<file path="config.mk">
export PLATFORM = sky130hd
export DESIGN_NAME = kbd_event_fifo
export DESIGN_NICKNAME = d
export VERILOG_FILES = /design/src/rtl/kbd_event_fifo.sv
export SDC_FILE = /design/constraint.sdc
export NUM_CORES = 1
export LEC_CHECK = 0
export CAP_MARGIN = 20
export CORE_ASPECT_RATIO = 0.75
export CORE_UTILIZATION = 32
export CTS_BUF_LIST = sky130_fd_sc_hd__clkbuf_4
export DETAILED_ROUTE_END_ITERATION = 10
export PLACE_DENSITY = 0.55
export SLEW_MARGIN = 20
export SYNTH_ARGS = -nofsm -noshare
export SYNTH_HDL_FRONTEND = slang
export SYNTH_SLANG_ARGS = --single-unit
export TNS_END_PERCENT = 5
</file>
<file path="constraint.sdc">
create_clock -name clk -period 2.9 [get_ports clk]
set_input_delay 0.29 -clock clk [delete_from_list [all_inputs] [get_ports clk]]
set_output_delay 0.29 -clock clk [all_outputs]
set_load 0.01 [all_outputs]
</file>
<file path="src/rtl/kbd_event_fifo.sv">
// PS/2 scan-byte decoder with typematic filter, press counter and event FIFO.
// Define KBD_EVENT_ASCII_EN to build the head-event ASCII lookup.
module kbd_event_fifo #(
  parameter int DEPTH = 8
) (
  input  logic       clk,
  input  logic       rst,
  input  logic       in_valid,
  input  logic [7:0] in_code,
  input  logic       out_ready,
  output logic       out_valid,
  output logic [7:0] out_code,
  output logic       out_break,
  output logic       out_ext,
  output logic [7:0] out_ascii,
  output logic       key_down,
  output logic [7:0] press_cnt,
  output logic       overflow
);

  localparam int AW = (DEPTH > 1) ? $clog2(DEPTH) : 1;
  localparam logic [AW:0] FULL = (AW + 1)'(DEPTH);

  typedef enum logic [1:0] {
    IDLE,
    BRK,
    EXT,
    EXT_BRK
  } state_t;

  state_t state, state_nxt;

  logic ev_vld;
  logic ev_brk;
  logic ev_ext;
  logic is_f0;
  logic is_e0;

  assign is_f0 = (in_code == 8'hF0);
  assign is_e0 = (in_code == 8'hE0);

  always_comb begin
    state_nxt = state;
    ev_vld    = 1'b0;
    ev_brk    = 1'b0;
    ev_ext    = 1'b0;
    if (in_valid) begin
      unique case (state)
        IDLE: begin
          unique case (1'b1)
            is_f0:   state_nxt = BRK;
            is_e0:   state_nxt = EXT;
            default: ev_vld = 1'b1;
          endcase
        end
        EXT: begin
          if (is_f0) begin
            state_nxt = EXT_BRK;
          end else begin
            ev_vld    = 1'b1;
            ev_ext    = 1'b1;
            state_nxt = IDLE;
          end
        end
        BRK: begin
          ev_vld    = 1'b1;
          ev_brk    = 1'b1;
          state_nxt = IDLE;
        end
        EXT_BRK: begin
          ev_vld    = 1'b1;
          ev_brk    = 1'b1;
          ev_ext    = 1'b1;
          state_nxt = IDLE;
        end
        default: state_nxt = IDLE;
      endcase
    end
  end

  always_ff @(posedge clk or posedge rst) begin
    if (rst) state <= IDLE;
    else     state <= state_nxt;
  end

  // Held key tracking and typematic filter
  logic [8:0] held;
  logic       held_hit;
  logic       is_rpt;
  logic       push;
  logic       press;

  assign held_hit = (held == {ev_ext, in_code});
  assign is_rpt   = ev_vld & ~ev_brk & key_down & held_hit;
  assign push     = ev_vld & ~is_rpt;
  assign press    = push & ~ev_brk;

  always_ff @(posedge clk or posedge rst) begin
    if (rst) begin
      held      <= '0;
      key_down  <= 1'b0;
      press_cnt <= '0;
    end else if (press) begin
      held      <= {ev_ext, in_code};
      key_down  <= 1'b1;
      press_cnt <= press_cnt + 8'd1;
    end else if (push && held_hit) begin
      key_down  <= 1'b0;
    end
  end

  // Event FIFO: {ext, break, code}
  logic [9:0]    mem [DEPTH];
  logic [AW-1:0] wr_ptr;
  logic [AW-1:0] rd_ptr;
  logic [AW:0]   cnt;
  logic          full;
  logic          pop;
  logic          wr_en;
  logic [9:0]    head;

  assign full      = (cnt == FULL);
  assign out_valid = (cnt != '0);
  assign pop       = out_valid & out_ready;
  assign wr_en     = push & (~full | pop);

  always_ff @(posedge clk) begin
    if (wr_en) mem[wr_ptr] <= {ev_ext, ev_brk, in_code};
  end

  always_ff @(posedge clk or posedge rst) begin
    if (rst) begin
      wr_ptr   <= '0;
      rd_ptr   <= '0;
      cnt      <= '0;
      overflow <= 1'b0;
    end else begin
      if (wr_en) wr_ptr <= wr_ptr + 1'b1;
      if (pop)   rd_ptr <= rd_ptr + 1'b1;
      unique case ({wr_en, pop})
        2'b10:   cnt <= cnt + 1'b1;
        2'b01:   cnt <= cnt - 1'b1;
        default: cnt <= cnt;
      endcase
      if (push && full && !pop) overflow <= 1'b1;
    end
  end

  assign head      = mem[rd_ptr];
  assign out_code  = out_valid ? head[7:0] : 8'h00;
  assign out_break = out_valid & head[8];
  assign out_ext   = out_valid & head[9];

`ifdef KBD_EVENT_ASCII_EN
  logic [7:0] asc;

  always_comb begin
    asc = 8'h00;
    unique case (out_code)
      8'h1C: asc = 8'h61;
      8'h32: asc = 8'h62;
      8'h21: asc = 8'h63;
      8'h23: asc = 8'h64;
      8'h24: asc = 8'h65;
      8'h2B: asc = 8'h66;
      8'h34: asc = 8'h67;
      8'h33: asc = 8'h68;
      8'h43: asc = 8'h69;
      8'h3B: asc = 8'h6A;
      8'h42: asc = 8'h6B;
      8'h4B: asc = 8'h6C;
      8'h3A: asc = 8'h6D;
      8'h31: asc = 8'h6E;
      8'h44: asc = 8'h6F;
      8'h4D: asc = 8'h70;
      8'h15: asc = 8'h71;
      8'h2D: asc = 8'h72;
      8'h1B: asc = 8'h73;
      8'h2C: asc = 8'h74;
      8'h3C: asc = 8'h75;
      8'h2A: asc = 8'h76;
      8'h1D: asc = 8'h77;
      8'h22: asc = 8'h78;
      8'h35: asc = 8'h79;
      8'h1A: asc = 8'h7A;
      8'h45: asc = 8'h30;
      8'h16: asc = 8'h31;
      8'h1E: asc = 8'h32;
      8'h26: asc = 8'h33;
      8'h25: asc = 8'h34;
      8'h2E: asc = 8'h35;
      8'h36: asc = 8'h36;
      8'h3D: asc = 8'h37;
      8'h3E: asc = 8'h38;
      8'h46: asc = 8'h39;
      8'h29: asc = 8'h20;
      8'h5A: asc = 8'h0D;
      default: asc = 8'h00;
    endcase
  end

  assign out_ascii = out_ext ? 8'h00 : asc;
`else
  assign out_ascii = 8'h00;
`endif

endmodule

</file>
# Yosys cells after proc, flatten, opt, wreduce, memory -nomap -nowiden
# Memories as Yosys holds them, arrays and structs flattened.
# Index checks and enable logic that the tools add are counted.
# word_totals
mem_count	1
ramBits	80
in_bits	12
register_bits	31
# op_classes
addsub	5
reduce_logical	11
bitwise	13
muxes	17
eq_ne	10
# mem_list
memory	depth	width	read_ports	rd_ports_with_merged_regs	wr	line_no	source
mem	8	10	1	0	1	113	logic [9:0] mem [DEPTH];
# op_table
op	n
$eq 8x8->1 const B	2
$mux 1	10
$and 1x1->1	9
$eq 9x9->1	1
$add 8x1->8 const B	1
$mux 8	1
$pmux 4 s2	1
$add 3x1->3 const B	2
$eq 2x2->1 const B	3
$pmux 2 s3	1
$add 4x1->4 const B	1
$eq 2x1->1 const B	2
$eq 4x4->1 const B	1
$pmux 2 s2	1
$reduce_bool 2->1	2
$reduce_bool 4->1	1
$reduce_or 2->1	2
$sub 4x1->4 const B	1
$logic_and 1x1->1	3
$ne 3x3->1 const B	1
$not 1->1	3
$pmux 1 s3	1
$logic_not 2->1	1
$mux 2	1
other kinds (4)	4

# Longest topological paths before layout
# logic_depth
word_depth	13
ltp_mapped	10

# Worst setup path before layout
# Ideal clock, no wire load.
# synth_path
path_type	input port to flip-flop
from	input in_code[0]
to	memory mem[4][0] (enable)
arrival_ps	2861
path_stages	6
path_buffers	0
path_slack_ps	-369
path_cell_list	or4_4 -> o31ai_1 -> and4bb_4 -> a31oi_4 -> nand2_1 -> nor4b_1
# synth_between
elab_chain_cells	13
# synth_lines
item	line_no	source
start: declaration	9	input logic [7:0] in_code,
$eq 8x8->1, on equally long branches	39, 40	
$reduce_or 2->1 (no line)	-	
$mux 1	50	unique case (1'b1)
$pmux 1 s3	48	unique case (state)
$mux 1	47	if (in_valid) begin
$and 1x1->1 (3 in a row)	94	assign is_rpt = ev_vld & ~ev_brk & key_down & held_hit;
$not 1->1	95	assign push = ev_vld & ~is_rpt;
$and 1x1->1 *	95	
$and 1x1->1 *	125	assign wr_en = push & (~full | pop);
$mux 1 *	128	if (wr_en) mem[wr_ptr] <= {ev_ext, ev_brk, in_code};
$mux 1 (implied by the code) *	128	
end: declaration	113	
# Mark *: on every way between the ends. The rest lies on a longest branch, timed or not.

# Final worst setup path
# layout_path
from	register state[0]
to	register cnt[2]
# layout_between
elab_chain_cells	13
# layout_lines
item	line_no	source
start: declaration	31	state_t state, state_nxt;
start signal: assignment	83	else state <= state_nxt;
branches (longest 9 deep; another with $pmux 1 s3)	-	
$and 1x1->1 *	95	
$and 1x1->1 *	125	
$eq 2x1->1 / $eq 2x2->1 (equally long branches)	140	unique case ({wr_en, pop})
$pmux 4 s2 / $reduce_bool 2->1 (equally long branches)	-	
end signal: assignment	141	2'b10: cnt <= cnt + 1'b1;
end signal: assignment	142	2'b01: cnt <= cnt - 1'b1;
end signal: assignment	143	default: cnt <= cnt;
end: declaration	116	logic [AW:0] cnt;
# Mark *: on every way between the ends.
# A chain may end at the register's enable or synchronous reset.

==> summary.txt <==
Timing
  – Fmax: 0.3563 GHz
  – Tcrit/Tclk final: 0.9679
  – Tmin final: 2.807 ns
  – Setup violations, final: 0
  – Max Slew Vio Count: 0
  – Setup TNS: 0 ns
  – RSZ-0062 raised after global routing: no
  – Slew HR: 0.4118
  – Tightest Pin Transition: 0.8822 ns
  – Layout Skew: approximately 0.013 ns
  – Setup ws final: 0.09323 ns
  – Fin. Hold Viols: 0
  – Hold Slack: 0.1831 ns

Hold path
  – Class of the worst hold path: input pin to async pin

Setup path
  – Buf/Inv on CP: 0
  – CP max stage delay: 0.64 ns
  – Critical path launch point type: flip-flop
  – Critical-path cell list: nand4b_1, o31ai_4, and4bb_4, a31oi_4, nor2_1, xor2_1, ha_1, or4b_2, o221a_2
  – CP required: 3.26 ns
  – Critical path fanouts, max: 3
  – Worst path slowest cell: or4b_2
  – Setup crit end kind: flip-flop
  – Crit path from: state[0]
  – Cell family with most CP delay: simple AND/OR/NAND/NOR gates
  – Setup CP Type: flip-flop to flip-flop
  – R2R Setup Slk: approximately 0.093 ns
  – Arrival time worst endpoint: approximately 3.2 ns
  – R2R Path Start: state[0]

CTS
  – TritonCTS Buffers: 9
  – H-tree levels: 3
  – # clock sinks: 111
  – Worst skew pair latency: 0.46 ns
  – Cts-stage hold buffer count: 0
  – CTS tree: yes
  – Clk root buf: clkbuf_4
  – Clock-pin slew on the worst setup and hold paths: 0.17 ns
  – Clock Tree Buf Depth: 2
  – Post-CTS Setup Bufs: 0

Drt
  – Met3 WL post-DR: 406 um
  – Met1 wire length: approximately 4600 um
  – Met2 wire len: 4342 um
  – Final wirelength: ~9500 um
  – DR iter-0 viols: about 130
  – Post-DR vias/cell: between 4 and 5
  – Vias: roughly 2600
  – DR WL/cell: 16.92 um
  – Remaining antenna violation count: 0
  – Top Layer Used: met4
  – DRC: 0
  – DR pass1 iterations: 4

Floorplan
  – Core Region: 14500 sq um
  – Initial core utilization: 0.3286
  – Die width: 142.9 um
  – Row count: 38
  – Die height: 107.7 um
  – Top Ports: 41
  – Die area: 15390 sq um

Synth
  – FFs w/ async S/R, synth: 0.2793
  – Synth Area per Inst: 16.54 sq um
  – Synth cell types: 45
  – Total number of yosys warnings: 0
  – Seq cells post-synth: 111
  – Gate Count Post-Synth: 288
  – Register area share after synthesis: 0.6670
  – EDFF count, synth: 80
  – Main flop type after synthesis: edfxtp_1
  – Synthesized cell area: ~4800 sq um

Layout
  – Synth-to-layout area growth: 20.38%
  – Final Non-Filler Cells: 560
  – Design area: ~5700 sq um
  – Most common cell after layout, fill and taps aside: edfxtp_1
  – Share of post-route cells with drive strength above 1: 0.2722
  – Fillcell total: 1366
  – Final nets: 372
  – Most frequent cells in the layout: 80 x edfxtp_1, 35 x buf_4, 31 x dfrtp_1
  – Final core utilization: 0.3955
  – Diode count: 0

Power
  – Sw Pwr: around 1.6 mW
  – Internal Power: 3.281 mW
  – Comb pwr share: 0.378
  – Max VDD drop: between 300 and 400 uV
  – Cell Pwr Density: approximately 850 nW/um^2
  – Lkg Pwr: 2.090 nW
  – Sw Ratio: 0.3247
  – Clock share of power: 0.164
  – Reg power frac: 0.457
  – PnR Total Power: a little under 5 mW

Global routing
  – First-pass GRT wire length: about 15000 um
  – Pin count of the biggest net entering global routing: 32
  – GR Overflow Total: 0
  – Antenna violations before repair: 0
  – GRT Total Usage: 0.1353
  – Vias in the first global route: 2759

Placed design
  – Worst slack, placed: -0.5876 ns
  – Detailed-placement wirelength estimate: around 6400 um
  – PortBufs: 32
  – Placed Cells: 545
  – DP Area: 5557 sq um
  – GPL Wtd Cong: 0.7342

Job
  – Max_cap viols: 0

Status
  – Status: complete, no violations
area by class of cell:
class                   instances  area, sq um  area share
clock inverters                 6        77.57     0.01353
well taps                     200        250.2     0.04363
multi-input cells             159         1526      0.2661
repair buffers                 68        609.3      0.1062
flip-flops and latches        111         3178      0.5541
inverters                       7        26.28    0.004581
clock buffers                   9        67.56     0.01178
logic make-up (layout without fill, tap and decap cells):
logic type | Yosys count | in the layout | share of synthesized area
buf+inv | 25 | 90 | 0.02915
simple gates | 67 | 67 | 0.07668
compound gates | 15 | 15 | 0.02968
other cells | 1 | 8 | 0.0007871
fa+ha+maj | 4 | 4 | 0.01050
flops | 111 | 111 | 0.6670
xor+xnor | 22 | 22 | 0.04044
mux | 43 | 43 | 0.1457
routing by layer:
| metal | vias to the layer above | global-route usage |
|---|---|---|
| met3 | 11 | 0.03514 |
| met5 | - | 0 |
| met1 | 1340 | 0.1895 |
| li1 | 1218 | - |
| met2 | 55 | 0.2084 |
| met4 | 0 | 0.03456 |
power groups by stage:
stage	Combinational, mW	Clock (mW)	Sequential, mW
after global routing	2.02	0.889	2.26
after detailed placement	1.88	0	2.26
after CTS	1.88	0.832	2.22
final	1.84	0.798	2.22
after global placement	1.86	0	2.24
after floorplan	1.09	0	2.21
cell usage after synthesis, drive strengths merged, types with 2 or more instances:
library cell	instances	area share
nor2	17	0.013
ha	4	0.011
a21oi	2	0.0045
buf	13	0.020
mux2i	12	0.025
nand4	5	0.0066
xnor2	15	0.028
xor2	7	0.013
nor4	4	0.0053
edfxtp	80	0.50
dfrtp	31	0.16
nor3b	2	0.0032
inv	7	0.0055
and4	2	0.0037
o31ai	3	0.0058
nand2b	2	0.0026
clkbuf	5	0.0039
nand3	7	0.0084
nor3	3	0.0032
a31oi	2	0.0058
mux2	11	0.026
o21ai	2	0.0021
nand2	16	0.013
mux4	20	0.095
nor4b	2	0.0037
path summary, 6_finish.rpt:
path	endpoint	cells past startpoint
setup / recovery	cnt[2]	9
hold / removal	cnt[3]	3
setup reg to reg	cnt[2]	9
hold reg to reg	press_cnt[7]	1
max in group asynchronous	held[7]	3
min in group clk	mem[4][2]	2
worst register-to-register path: stages (launching register included):
cell and delay [ns]:
dfrtp_1 0.42, nand4b_1 0.29, o31ai_4 0.22, and4bb_4 0.26
a31oi_4 0.18, nor2_1 0.07, xor2_1 0.14, ha_1 0.21
or4b_2 0.64, o221a_2 0.28
sequential cells by signal (all words and copies together) (netlist names):
| register | count |
|---|---|
| key_down | 1 |
| mem | 80 |
| rd_ptr | 3 |
| overflow | 1 |
| wr_ptr | 3 |
| held | 9 |
| cnt | 4 |
| press_cnt | 8 |
| state | 2 |
what timing repair did:
item,CTS,global route
resized for setup,2,6
pin swaps,3,4
setup endpoints to repair,1,1
Note: power is estimated with default switching activity, not from simulation.
